--- config.mk ---
export PLATFORM = sky130hd
export DESIGN_NAME = task_image_receiver
export DESIGN_NICKNAME = d
export VERILOG_FILES = /design/src/rtl/inject_pkg.sv /design/src/rtl/task_image_receiver.sv
export SDC_FILE = /design/constraint.sdc
export NUM_CORES = 1
export LEC_CHECK = 0
export CORE_ASPECT_RATIO = 1.5
export CORE_UTILIZATION = 57
export CTS_BUF_LIST = sky130_fd_sc_hd__clkbuf_2
export CTS_CLUSTER_DIAMETER = 60
export DETAILED_ROUTE_END_ITERATION = 10
export GPL_ROUTABILITY_DRIVEN = 0
export PLACE_DENSITY_LB_ADDON = 0.1
export SLEW_MARGIN = 20
export SYNTH_ARGS = -nofsm -noshare
export SYNTH_HDL_FRONTEND = slang
export SYNTH_SLANG_ARGS = --single-unit
--- constraint.sdc ---
create_clock -name clk_i -period 10.7 [get_ports clk_i]
set_input_delay 2.675 -clock clk_i [delete_from_list [all_inputs] [get_ports clk_i]]
set_output_delay 2.675 -clock clk_i [all_outputs]
set_load 0.02 [all_outputs]
--- src/rtl/inject_pkg.sv ---
// Shared definitions for the credit-based task injection stream.
// The receiver FSM states and the header/word geometry live here.
package inject_pkg;

    typedef enum logic [2:0] {
        S_TEXT,
        S_DATA,
        S_BSS,
        S_ENTRY,
        S_PAYLOAD,
        S_DRAIN,
        S_ZERO,
        S_DONE
    } state_t;

    localparam int HEADER_FLITS = 4;
    localparam int WORD_BYTES   = 4;
    localparam int WORD_SHIFT   = $clog2(WORD_BYTES);

endpackage

--- src/rtl/task_image_receiver.sv ---
// Receives one task image per packet (4 header flits + binary words), writes it
// into local memory, zero-fills BSS and reports completion or overflow.
module task_image_receiver
    import inject_pkg::*;
#(
    parameter int FLIT_SIZE  = 32,
    parameter int MEM_BYTES  = 65536,
    parameter int ADDR_WIDTH = $clog2(MEM_BYTES / 4)
) (
    input  logic                  clk_i,
    input  logic                  rst_i,
    input  logic                  rx_i,
    output logic                  credit_o,
    input  logic [FLIT_SIZE-1:0]  data_i,
    output logic                  mem_we_o,
    output logic [ADDR_WIDTH-1:0] mem_addr_o,
    output logic [FLIT_SIZE-1:0]  mem_data_o,
    output logic [FLIT_SIZE-1:0]  text_size_o,
    output logic [FLIT_SIZE-1:0]  data_size_o,
    output logic [FLIT_SIZE-1:0]  bss_size_o,
    output logic [FLIT_SIZE-1:0]  entry_point_o,
    output logic                  busy_o,
    output logic                  done_o,
    output logic                  error_o
);

    localparam logic [FLIT_SIZE+1:0] MEM_LIMIT = (FLIT_SIZE + 2)'(MEM_BYTES);

    state_t                state;
    state_t                state_next;
    logic                  xfer;
    logic [ADDR_WIDTH:0]   addr_cnt;
    logic [FLIT_SIZE-1:0]  remaining;
    logic                  last;
    logic [FLIT_SIZE:0]    image_bytes;
    logic [FLIT_SIZE:0]    image_words;
    logic [FLIT_SIZE-1:0]  bss_words;
    logic [FLIT_SIZE+1:0]  total_bytes;
    logic                  overflow;
    logic                  has_words;
    logic                  has_bss;

    // Credit is withheld only while the receiver is busy on its own (zero fill, done).
    assign credit_o = (state != S_ZERO) && (state != S_DONE);
    assign xfer     = rx_i && credit_o;
    assign busy_o   = (state != S_TEXT);
    assign done_o   = (state == S_DONE);

    // Sizes are all latched by the time the entry flit arrives, so these are stable in S_ENTRY.
    assign image_bytes = {1'b0, text_size_o} + {1'b0, data_size_o};
    assign image_words = image_bytes >> WORD_SHIFT;
    assign bss_words   = bss_size_o >> WORD_SHIFT;
    assign total_bytes = {2'b00, text_size_o} + {2'b00, data_size_o} + {2'b00, bss_size_o};
    assign overflow    = (total_bytes > MEM_LIMIT);
    assign has_words   = (image_words != '0);
    assign has_bss     = (bss_words != '0);
    assign last        = (remaining == FLIT_SIZE'(1));

    always_ff @(posedge clk_i or posedge rst_i) begin
        if (rst_i) begin
            state <= S_TEXT;
        end else begin
            state <= state_next;
        end
    end

    always_comb begin
        state_next = state;
        case (state)
            S_TEXT:    if (xfer) state_next = S_DATA;
            S_DATA:    if (xfer) state_next = S_BSS;
            S_BSS:     if (xfer) state_next = S_ENTRY;
            S_ENTRY: begin
                if (xfer) begin
                    if (overflow)       state_next = has_words ? S_DRAIN : S_DONE;
                    else if (has_words) state_next = S_PAYLOAD;
                    else if (has_bss)   state_next = S_ZERO;
                    else                state_next = S_DONE;
                end
            end
            S_PAYLOAD: if (xfer && last) state_next = has_bss ? S_ZERO : S_DONE;
            S_DRAIN:   if (xfer && last) state_next = S_DONE;
            S_ZERO:    if (last) state_next = S_DONE;
            S_DONE:    state_next = S_TEXT;
            default:   state_next = S_TEXT;
        endcase
    end

    // Header latches, word/remaining counters and the registered memory write port.
    always_ff @(posedge clk_i or posedge rst_i) begin
        if (rst_i) begin
            text_size_o   <= '0;
            data_size_o   <= '0;
            bss_size_o    <= '0;
            entry_point_o <= '0;
            error_o       <= 1'b0;
            addr_cnt      <= '0;
            remaining     <= '0;
            mem_we_o      <= 1'b0;
            mem_addr_o    <= '0;
            mem_data_o    <= '0;
        end else begin
            mem_we_o <= 1'b0;
            case (state)
                S_TEXT: begin
                    if (xfer) begin
                        text_size_o <= data_i;
                        error_o     <= 1'b0;
                        addr_cnt    <= '0;
                    end
                end
                S_DATA: begin
                    if (xfer) data_size_o <= data_i;
                end
                S_BSS: begin
                    if (xfer) bss_size_o <= data_i;
                end
                S_ENTRY: begin
                    if (xfer) begin
                        entry_point_o <= data_i;
                        if (overflow) begin
                            error_o   <= 1'b1;
                            remaining <= image_words[FLIT_SIZE-1:0];
                        end else if (has_words) begin
                            remaining <= image_words[FLIT_SIZE-1:0];
                        end else begin
                            remaining <= bss_words;
                        end
                    end
                end
                S_PAYLOAD: begin
                    if (xfer) begin
                        mem_we_o   <= 1'b1;
                        mem_addr_o <= addr_cnt[ADDR_WIDTH-1:0];
                        mem_data_o <= data_i;
                        addr_cnt   <= addr_cnt + (ADDR_WIDTH + 1)'(1);
                        remaining  <= last ? bss_words : remaining - FLIT_SIZE'(1);
                    end
                end
                S_DRAIN: begin
                    if (xfer) remaining <= remaining - FLIT_SIZE'(1);
                end
                S_ZERO: begin
                    mem_we_o   <= 1'b1;
                    mem_addr_o <= addr_cnt[ADDR_WIDTH-1:0];
                    mem_data_o <= '0;
                    addr_cnt   <= addr_cnt + (ADDR_WIDTH + 1)'(1);
                    remaining  <= remaining - FLIT_SIZE'(1);
                end
                default: ;
            endcase
        end
    end

endmodule
Yosys cells after proc, flatten, opt, wreduce, memory -nomap -nowiden:

Index checks and enable logic that the tools add are counted.

* bits in registers: 226
* input port bits: 35
* output and inout bits: 179
* word-level logic and storage cells: 89

* $add $sub $neg: 5
* $lt $le $gt $ge: 1
* eq/ne operators: 20
* muxes and demuxes: 32
* reductions and logical operators: 20

Operator list (count)
* $mux W32: 5
* $pmux W32 S4: 1
* $add A32 B32 Y33: 2
* $pmux W32 S2: 1
* $mux W31: 2
* $pmux W15 S3: 1
* $add A33 B32 Y34: 1
* $gt A34 B17 Y1 const B: 1
* $reduce_bool A33 Y1: 1
* $eq A32 B1 Y1 const B: 1
* $reduce_bool A32 Y1: 1
* $sub A32 B1 Y32 const B: 1
* $mux W15: 2
* $pmux W14 S2: 1
* $pmux W3 S8: 1
* $mux W3: 7
* $ne A2 B2 Y1 const B: 10
* $add A15 B1 Y15 const B: 1
* $mux W14: 1
* $eq A3 B3 Y1 const B: 4
* $reduce_and A2 Y1: 5
* $reduce_and A4 Y1: 2
* $reduce_and A7 Y1: 1
* $eq A3 B2 Y1 const B: 2
* other kinds (11): 23

Depth between registers and ports, before layout:

Gate-level depths: netlist of run 1.

* depth in word-level cells: 6
* gate-level depth with buffers: 16

Least setup slack after synthesis of run 1:

OpenSTA, ideal clock, no wires.

* path type: input-to-reg
* start point: input port rx_i
* end point: register bss_size_o[10]
* setup time: 0.125 ns
* data arrival time: 4.140 ns
* data required time: 10.575 ns
* path slack: 6.435 ns
* stages on the path: 4
* buffers on the path: 1
* cells stage by stage: nor2b_1 > nor3b_1 > clkbuf_1 > mux2_2

* word-level cells in the longest chain between the ends: 2

RTL lines
* start: declaration: RTL line task_image_receiver.sv:12 `input logic rx_i,`
* $logic_and A1 B1 Y1: RTL line task_image_receiver.sv:45 `assign xfer = rx_i && credit_o;`
* $reduce_and A2 Y1 (no line)
* end signal: assignment: RTL line task_image_receiver.sv:116 `if (xfer) bss_size_o <= data_i;`
* end: declaration: RTL line task_image_receiver.sv:20 `output logic [FLIT_SIZE-1:0] bss_size_o,`

Every way passes these cells.
A chain may end at the register's enable or synchronous reset.

Worst setup path after layout of run 1:

* start point: register text_size_o[1]
* end point: register remaining[18]

* word-level cells in the longest chain between the ends: 6

RTL lines
* start: declaration: RTL line task_image_receiver.sv:18 `output logic [FLIT_SIZE-1:0] text_size_o,`
* start signal: assignment: RTL line task_image_receiver.sv:107 `text_size_o <= data_i;`
* $add A32 B32 Y33: RTL line task_image_receiver.sv:50, task_image_receiver.sv:53
* $add A33 B32 Y34 or $reduce_bool A33 Y1 (tied branches): RTL line task_image_receiver.sv:53, task_image_receiver.sv:55
* $gt A34 B17 Y1 or $mux W31 (tied branches): RTL line task_image_receiver.sv:54, task_image_receiver.sv:124
* $mux W31 (*): RTL line task_image_receiver.sv:121 `if (overflow) begin`
* $mux W32 (*): RTL line task_image_receiver.sv:119 `if (xfer) begin`
* $pmux W32 S4 (*): RTL line task_image_receiver.sv:104 `case (state)`
* end signal: assignment: RTL line task_image_receiver.sv:123 `remaining <= image_words[FLIT_SIZE-1:0];`
* end signal: assignment: RTL line task_image_receiver.sv:125 `remaining <= image_words[FLIT_SIZE-1:0];`
* end signal: assignment: RTL line task_image_receiver.sv:127 `remaining <= bss_words;`
* end: declaration: RTL line task_image_receiver.sv:33 `logic [FLIT_SIZE-1:0] remaining;`

Every way passes the cells marked *; elsewhere a longest branch is shown, timed or not. The select of a mux whose other input is x is not followed.

==> summary.md, run 1 <==
| Metric | Value |
|---|---|
| Run status | completed |
| Final antenna-violating net count | 0 |
| Die width | 134 um |
| Crit path time final | 5250 ps |
| Max Clock Freq | 0.190 GHz |
| Post-Synthesis Cells | 1671 |
| Core footprint | 25700 um2 |
| Die Area | 26700 um2 |
| Final Cycle Share | 0.491 |
| Critical path cell sequence | fa_1, ha_1, fa_1, a211oi_1, o21a_1, o2111ai_1, a21o_1, a21oi_1, or4b_1, o211ai_1, nand4_4, nor4_4, o21ai_0, a31oi_1 |
| Clk slew on worst S/H paths | 100 ps |
| Drt initial violations | 998 |
| Die H | 200 um |
| Final setup fails | 0 |
| GR met2 Demand/Resource | 0.623 |
| Post-synthesis net count | 1805 |
| Area of the mapped netlist | 14900 um2 |
| Crit Path Category | reg2reg |
| # rows | 72 |
| Antenna violations before repair | 2 |
| Relative slew margins | 0.271 |
| Post-synth EDFFs | 0 |
| CP most frequent cell | fa_1 |
| Distinct cells, synth | 81 |
| Clock Path Buffers | 3 |
| Setup TNS | 0 ps |
| Power Internal | 1.17 mW |
| Number of global-route vias before repair | 14100 |
| Synth warn | 0 |
| Switching fraction of total power | 0.301 |
| Tightest Pin Transition | 1080 ps |
| Switching pwr | 0.504 mW |
| Yosys reg bits | 225 |
| Clock Power Share | 0.340 |
| Grt peak-use layer | met2 |
| P&R area growth vs syn | 19.2% |
| Global-route met3 utilization | 0.0684 |
| Final Util | 0.690 |
| I/O Buffers | 213 |
| CP max FO | 8 |
| Final wirelength | 48.0 mm |
| Sinks on Clock Net | 225 |
| Layout Cell Area excl Fill | 17700 um2 |
| Final number of hold-violating endpoints | 0 |
| CTS tree | built |
| Hold buffers post-CTS | 0 |
| Setup ws final | 5450 ps |
| Largest net degree at the start of global routing | 104 |
| Worst path bufs/invs | 0 |
| Dpl cell area | 17200 um2 |
| Post-DP HPWL | 35.9 mm |
| DP Worst Slack | 4930 ps |
| Worst path slowest cell | a211oi_1 |
| Wire per inst | 21.5 um |
| Post-CTS Setup Inserts | 0 |
| Grt met1 use | 0.400 |
| WP data required | 11560 ps |
| Arr. time, crit path | 6110 ps |
| CP endpoint kind | flip-flop |
| Total GRT Usage | 0.365 |
| Worst Hold Class | reg2reg |
| Max cap viols | 0 |
| Critical Path Start Type | flip-flop |
| CTS H-tree depth | 2 |
| Leakage power | 7.82 nW |
| Clock Root Buffer | clkbuf_2 |
| Post-synthesis sequential area ratio | 0.379 |
| CP delay by family, top | compound AO/OA/AOI/OAI gates |
| Initial Utilization | 0.579 |
| Placed insts | 2139 |
| Syn Area/Cell | 8.89 um2 |
| Num CTS Buffers | 53 |
| # fillers | 2138 |
| CTS resizes | 0 |
| Wire length of the first global-routing pass | 75.1 mm |
| Post-Layout Cell Count | 2237 |
| Seq pwr share | 0.551 |
| Vias per inst | 6.33 |
| Asr flop ratio synth | 1.00 |
| 1st-pass router iterations | 5 |
| Critical Path Max Stage Delay | 580 ps |
| Combinational Power Share | 0.109 |
| NumNets Final | 1995 |
| Worst vdd ir | 0.000131 V |
| Final slew viol count | 0 |
| Clock latency on the worst-skew pair | 970 ps |
| GRT overflow | 0 |
| Synth Flop Type | dfrtp_1 |
| # IOs | 214 |
| Worst Skew | 133 ps |
| DRC Markers | 0 |
| Layout cells sized above 1 | 0.119 |
| Via count | 14200 |
| RSZ-0062 raised after global routing | false |
| P per Cell Area | 94.7 nW/um2 |
cells in the final DEF (no fill, tap or decap), types with 35 or more instances in the layout:
cell / instances
nand2_1: 314
dfrtp_1: 225
clkdlybuf4s50_1: 213
a21oi_1: 138
o21ai_0: 120
nor2_1: 110
mux2_2: 95
clkbuf_2: 73
ha_1: 66
nor3_1: 35
kinds of logic after synthesis:
family,count (synthesis),share of synthesized area
adder cells (fa/ha/maj),99,0.100
multiplexers,99,0.0747
flip-flops,225,0.379
XOR/XNOR,45,0.0265
AO/OA/AOI/OAI,443,0.187
AND/OR/NAND/NOR,641,0.200
buffers and inverters,119,0.0322
cell usage after synthesis (4+ instances only):
cell         n  area [um2]
a2111oi_0    6        52.6
a211o_1      7        61.3
a211oi_1    12        90.1
a21o_1      22         165
a21oi_1    138         691
a221o_1     11         110
a22o_1       5        43.8
a22oi_1      6        45.0
a31oi_1     15        93.8
a32oi_1      4        35.0
and2_1      11        68.8
and3_1      22         138
and4_1       4        35.0
buf_2       19        95.1
clkbuf_1    70         263
dfrtp_1    225        5630
fa_1        33         661
ha_1        66         826
inv_1       28         105
mux2_2      95        1070
mux2i_1      4        40.0
nand2_1    314        1180
nand2b_1     6        37.5
nand3_1     32         160
nand4_1     28         175
nor2_1     113         424
nor2b_1      6        37.5
nor3_1      35         175
nor3b_1      4        30.0
nor4_1      27         169
o2111ai_1   11        96.3
o211ai_1    15         113
o21a_1      11        82.6
o21ai_0    120         601
o21ai_1     12        60.1
o21bai_1     6        45.0
o31ai_1      4        30.0
or2_2        8        50.1
or3_1       10        62.6
or4_1        4        30.0
xnor2_1     27         236
xor2_1      18         158
layer usage:
layer  up-vias  routed length, um
met5         -                  0
met4         0               3800
met3       232               3430
met2       751              23500
met1      6720              17300
li1       6457                  -
power groups by stage:
stage	clock network (mW)	registers, mW	logic, mW
final	0.570	0.924	0.183
after global routing	0.627	0.928	0.201
after CTS	0.583	0.922	0.183
after detailed placement	0	0.939	0.182
after global placement	0	0.937	0.177
after floorplan	0	0.946	0.0776
per-stage QoR:
stage / hold WS (ps) / power, mW
after floorplan: 459 / 1.02
after global placement: 459 / 1.11
after detailed placement: 462 / 1.12
after CTS: 489 / 1.69
after global routing: 514 / 1.76
final: 484 / 1.68
final cells by class:
type	instances	area (um2)	share of cell area
Antenna cell	1	2.50	0.000141
Clock buffer	73	365	0.0206
Clock inverter	24	133	0.00749
Inverter	28	113	0.00636
Multi-Input combinational cell	1327	8790	0.496
Sequential cell	225	5630	0.318
Tap cell	333	417	0.0235
Timing Repair Buffer	226	2270	0.128
worst register-to-register path: cells and delay by family (launching register included):
kind | cells | cell delay, ps
AOI/OAI and AO/OA | 8 | 2270
adders and majority gates | 3 | 1130
DFF | 1 | 440
and+or+nand+nor | 3 | 1330
worst paths after layout:
check,from,slack [ps],endpoint,cells past startpoint
max,text_size_o[1]$_DFFE_PP0P_,5450,remaining[18]$_DFFE_PP0P_,14
max reg2reg,text_size_o[1]$_DFFE_PP0P_,5450,remaining[18]$_DFFE_PP0P_,14
min,entry_point_o[6]$_DFFE_PP0P_,480,entry_point_o[6]$_DFFE_PP0P_,2
max in group asynchronous,rst_i,7070,data_size_o[18]$_DFFE_PP0P_,3
min reg2reg,entry_point_o[6]$_DFFE_PP0P_,480,entry_point_o[6]$_DFFE_PP0P_,2
min in group asynchronous,rst_i,2230,mem_data_o[4]$_DFFE_PP0P_,2
state kept, by name, indices dropped and copies added (netlist names):
name and flops:
bss_size_o 32, data_size_o 32, entry_point_o 32, mem_data_o 32, remaining 32, text_size_o 32, addr_cnt 14, mem_addr_o 14
state 3, error_o 1, mem_we_o 1
Note: power is estimated with default switching activity, not from simulation.
==> run 2, diff against run 1 <==
==> constraint.sdc (replaced) <==
create_clock -name clk_i -period 5.06 [get_ports clk_i]
set_input_delay 1.265 -clock clk_i [delete_from_list [all_inputs] [get_ports clk_i]]
set_output_delay 1.265 -clock clk_i [all_outputs]
set_load 0.02 [all_outputs]
==> summary.md, run 2 (same netlist as run 1, synthesis figures left out) <==
| Metric | Value |
|---|---|
| NumNets Final | 2028 (was 1995) |
| Reg2Reg Capture Point | remaining[9]$_DFFE_PP0P_ (was remaining[18]$_DFFE_PP0P_) |
| Die H | 200 um (unchanged) |
| Crit path time final | 4670 ps (was 5250 ps) |
| Largest net degree at the start of global routing | 91 (was 104) |
| Wire per inst | 21.3 um (was 21.5 um) |
| Hold Startpoint | entry_point_o[25]$_DFFE_PP0P_ (was entry_point_o[6]$_DFFE_PP0P_) |
| Clock Power Share | 0.336 (was 0.340) |
| Crit Path Category | reg2reg (unchanged) |
| GRT overflow | 0 (unchanged) |
| Clk slew on worst S/H paths | 100 ps (about the same) |
| Final slew viol count | 0 (unchanged) |
| Most frequent cells in the layout | nand2_1 (313), dfrtp_1 (225), clkdlybuf4s50_1 (213) (was nand2_1 (314), dfrtp_1 (225), clkdlybuf4s50_1 (213)) |
| # rows | 72 (unchanged) |
| Wire length of the first global-routing pass | 76.3 mm (was 75.1 mm) |
| Die Area | 26700 um2 (unchanged) |
| Leakage power | 7.97 nW (was 7.82 nW) |
| CP max FO | 6 (was 8) |
| Post-DP HPWL | 36.2 mm (was 35.9 mm) |
| P&R area growth vs syn | 20.7% (was 19.2%) |
| Vias per inst | 6.27 (was 6.33) |
| Final antenna-violating net count | 0 (unchanged) |
| Arr. time, crit path | 5480 ps (was 6110 ps) |
| Post-Layout Cell Count | 2267 (was 2237) |
| Initial Utilization | 0.579 (unchanged) |
| Worst r2r src | text_size_o[1]$_DFFE_PP0P_ (unchanged) |
| CP endpoint kind | flip-flop (unchanged) |
| R2R setup slack | 390 ps (was 5450 ps) |
| Most common cell after layout, fill and taps aside | nand2_1 (unchanged) |
| Failing checks | design-rule violations |
| Dpl cell area | 17500 um2 (was 17200 um2) |
| Post-CTS Setup Inserts | 0 (unchanged) |
| Layout Cell Area excl Fill | 17900 um2 (was 17700 um2) |
| Die width | 134 um (unchanged) |
| I/O Buffers | 213 (unchanged) |
| Clock Path Buffers | 3 (unchanged) |
| P per Cell Area | 198 nW/um2 (was 94.7 nW/um2) |
| Hold Crit Depth | 2 (unchanged) |
| CTS tree | built (unchanged) |
| RSZ-0062 raised after global routing | false (unchanged) |
| Max Clock Freq | 0.214 GHz (was 0.190 GHz) |
| 1st-pass router iterations | 10 (was 5) |
| DP Worst Slack | 495 ps (was 4930 ps) |
| Relative slew margins | 0.287 (was 0.271) |
| Run status | finished with violations (was completed) |
| Tightest Pin Transition | 1070 ps (was 1080 ps) |
| Max cap viols | 0 (unchanged) |
| CTS resizes | 0 (unchanged) |
| Antenna violations before repair | 2 (unchanged) |
| Final Cycle Share | 0.923 (was 0.491) |
| Clock Root Buffer | clkbuf_2 (unchanged) |
| Worst Hold Class | reg2reg (unchanged) |
| # IOs | 214 (unchanged) |
| Setup TNS | 0 ps (unchanged) |
| DRC Markers | 2 (was 0) |
| Placed insts | 2173 (was 2139) |
| Layout cells sized above 1 | 0.133 (was 0.119) |
| Hold EP | entry_point_o[25]$_DFFE_PP0P_ (was entry_point_o[6]$_DFFE_PP0P_) |
| Sinks on Clock Net | 225 (unchanged) |
| Total GRT Usage | 0.370 (was 0.365) |
| CTS H-tree depth | 2 (unchanged) |
| Final setup fails | 0 (unchanged) |
| Via count | 14200 (about the same) |
| Critical Path Start Type | flip-flop (unchanged) |
| Core footprint | 25700 um2 (unchanged) |
| Switching pwr | 1.06 mW (was 0.504 mW) |
| Number of global-route vias before repair | 13900 (was 14100) |
| WP data required | 5870 ps (was 11560 ps) |
| Num CTS Buffers | 52 (was 53) |
| Final number of hold-violating endpoints | 0 (unchanged) |
| Final wirelength | 48.3 mm (was 48.0 mm) |
| Worst Skew | 105 ps (was 133 ps) |
| Hold buffers post-CTS | 0 (unchanged) |
| Seq pwr share | 0.542 (was 0.551) |
| Drt initial violations | 1121 (was 998) |
| Worst vdd ir | 0.000186 V (was 0.000131 V) |
| Setup ws final | 390 ps (was 5450 ps) |
| Reg2reg path depth | 16 (was 14) |
| Power Internal | 2.49 mW (was 1.17 mW) |
| Switching fraction of total power | 0.299 (was 0.301) |
| Combinational Power Share | 0.122 (was 0.109) |
| Worst hold slack | 481 ps (was 484 ps) |
| Clock latency on the worst-skew pair | 930 ps (was 970 ps) |
==> run 2: critical path, stage by stage (launching register included) <==
cell and delay (ps):
dfrtp_1 440, fa_1 490, ha_1 240, fa_1 400, a211oi_1 270, buf_4 180
o211ai_1 110, a21oi_1 390, xnor2_1 120, a2111oi_0 290, a41oi_1 240, a211oi_1 390
nand4_4 280, nor4_4 270, buf_4 210, o21ai_0 80, a21oi_1 180
==> run 2: per-layer routing <==
metal	up-vias	GRT usage	wire length, um
li1	6528	-	-
met1	6785	0.422	18000
met2	709	0.622	23100
met3	201	0.0763	3710
met4	2	0.261	3460
met5	-	0	9
==> run 2: cell type report <==
| class | instances | area [um2] |
|---|---|---|
| Clock buffer | 73 | 365 |
| Timing Repair Buffer | 260 | 2520 |
| Clock inverter | 19 | 106 |
| Multi-Input combinational cell | 1327 | 8780 |
| Sequential cell | 225 | 5630 |
| Fill cell | 2157 | 7740 |
| Antenna cell | 2 | 5.00 |
| Inverter | 28 | 109 |
| Tap cell | 333 | 417 |
==> run 2: power groups by stage <==
stage	registers [mW]	clock network (mW)	logic, mW
after floorplan	2.00	0	0.164
after global placement	1.95	0	0.424
after detailed placement	1.96	0	0.430
after CTS	1.92	1.22	0.433
after global routing	1.93	1.30	0.471
final	1.92	1.19	0.433
==> run 2: worst max path at each step <==
stage                               startpoint                         to  slack, ps
floorplan           text_size_o[1]$_DFFE_PP0P_  remaining[19]$_DFFE_PP0P_        840
global placement    text_size_o[1]$_DFFE_PP0P_  remaining[13]$_DFFE_PP0P_        610
detailed placement  text_size_o[1]$_DFFE_PP0P_   remaining[1]$_DFFE_PP0P_        500
CTS                 text_size_o[1]$_DFFE_PP0P_   remaining[1]$_DFFE_PP0P_        470
global route        text_size_o[1]$_DFFE_PP0P_   remaining[3]$_DFFE_PP0P_        140
finish              text_size_o[1]$_DFFE_PP0P_   remaining[9]$_DFFE_PP0P_        390
==> run 2: stage by stage <==
step / utilization / power (mW)
after floorplan: - / 2.16
after global placement: 0.680 / 2.38
after detailed placement: 0.680 / 2.39
after CTS: 0.698 / 3.57
after global routing: 0.699 / 3.71
final: 0.699 / 3.55
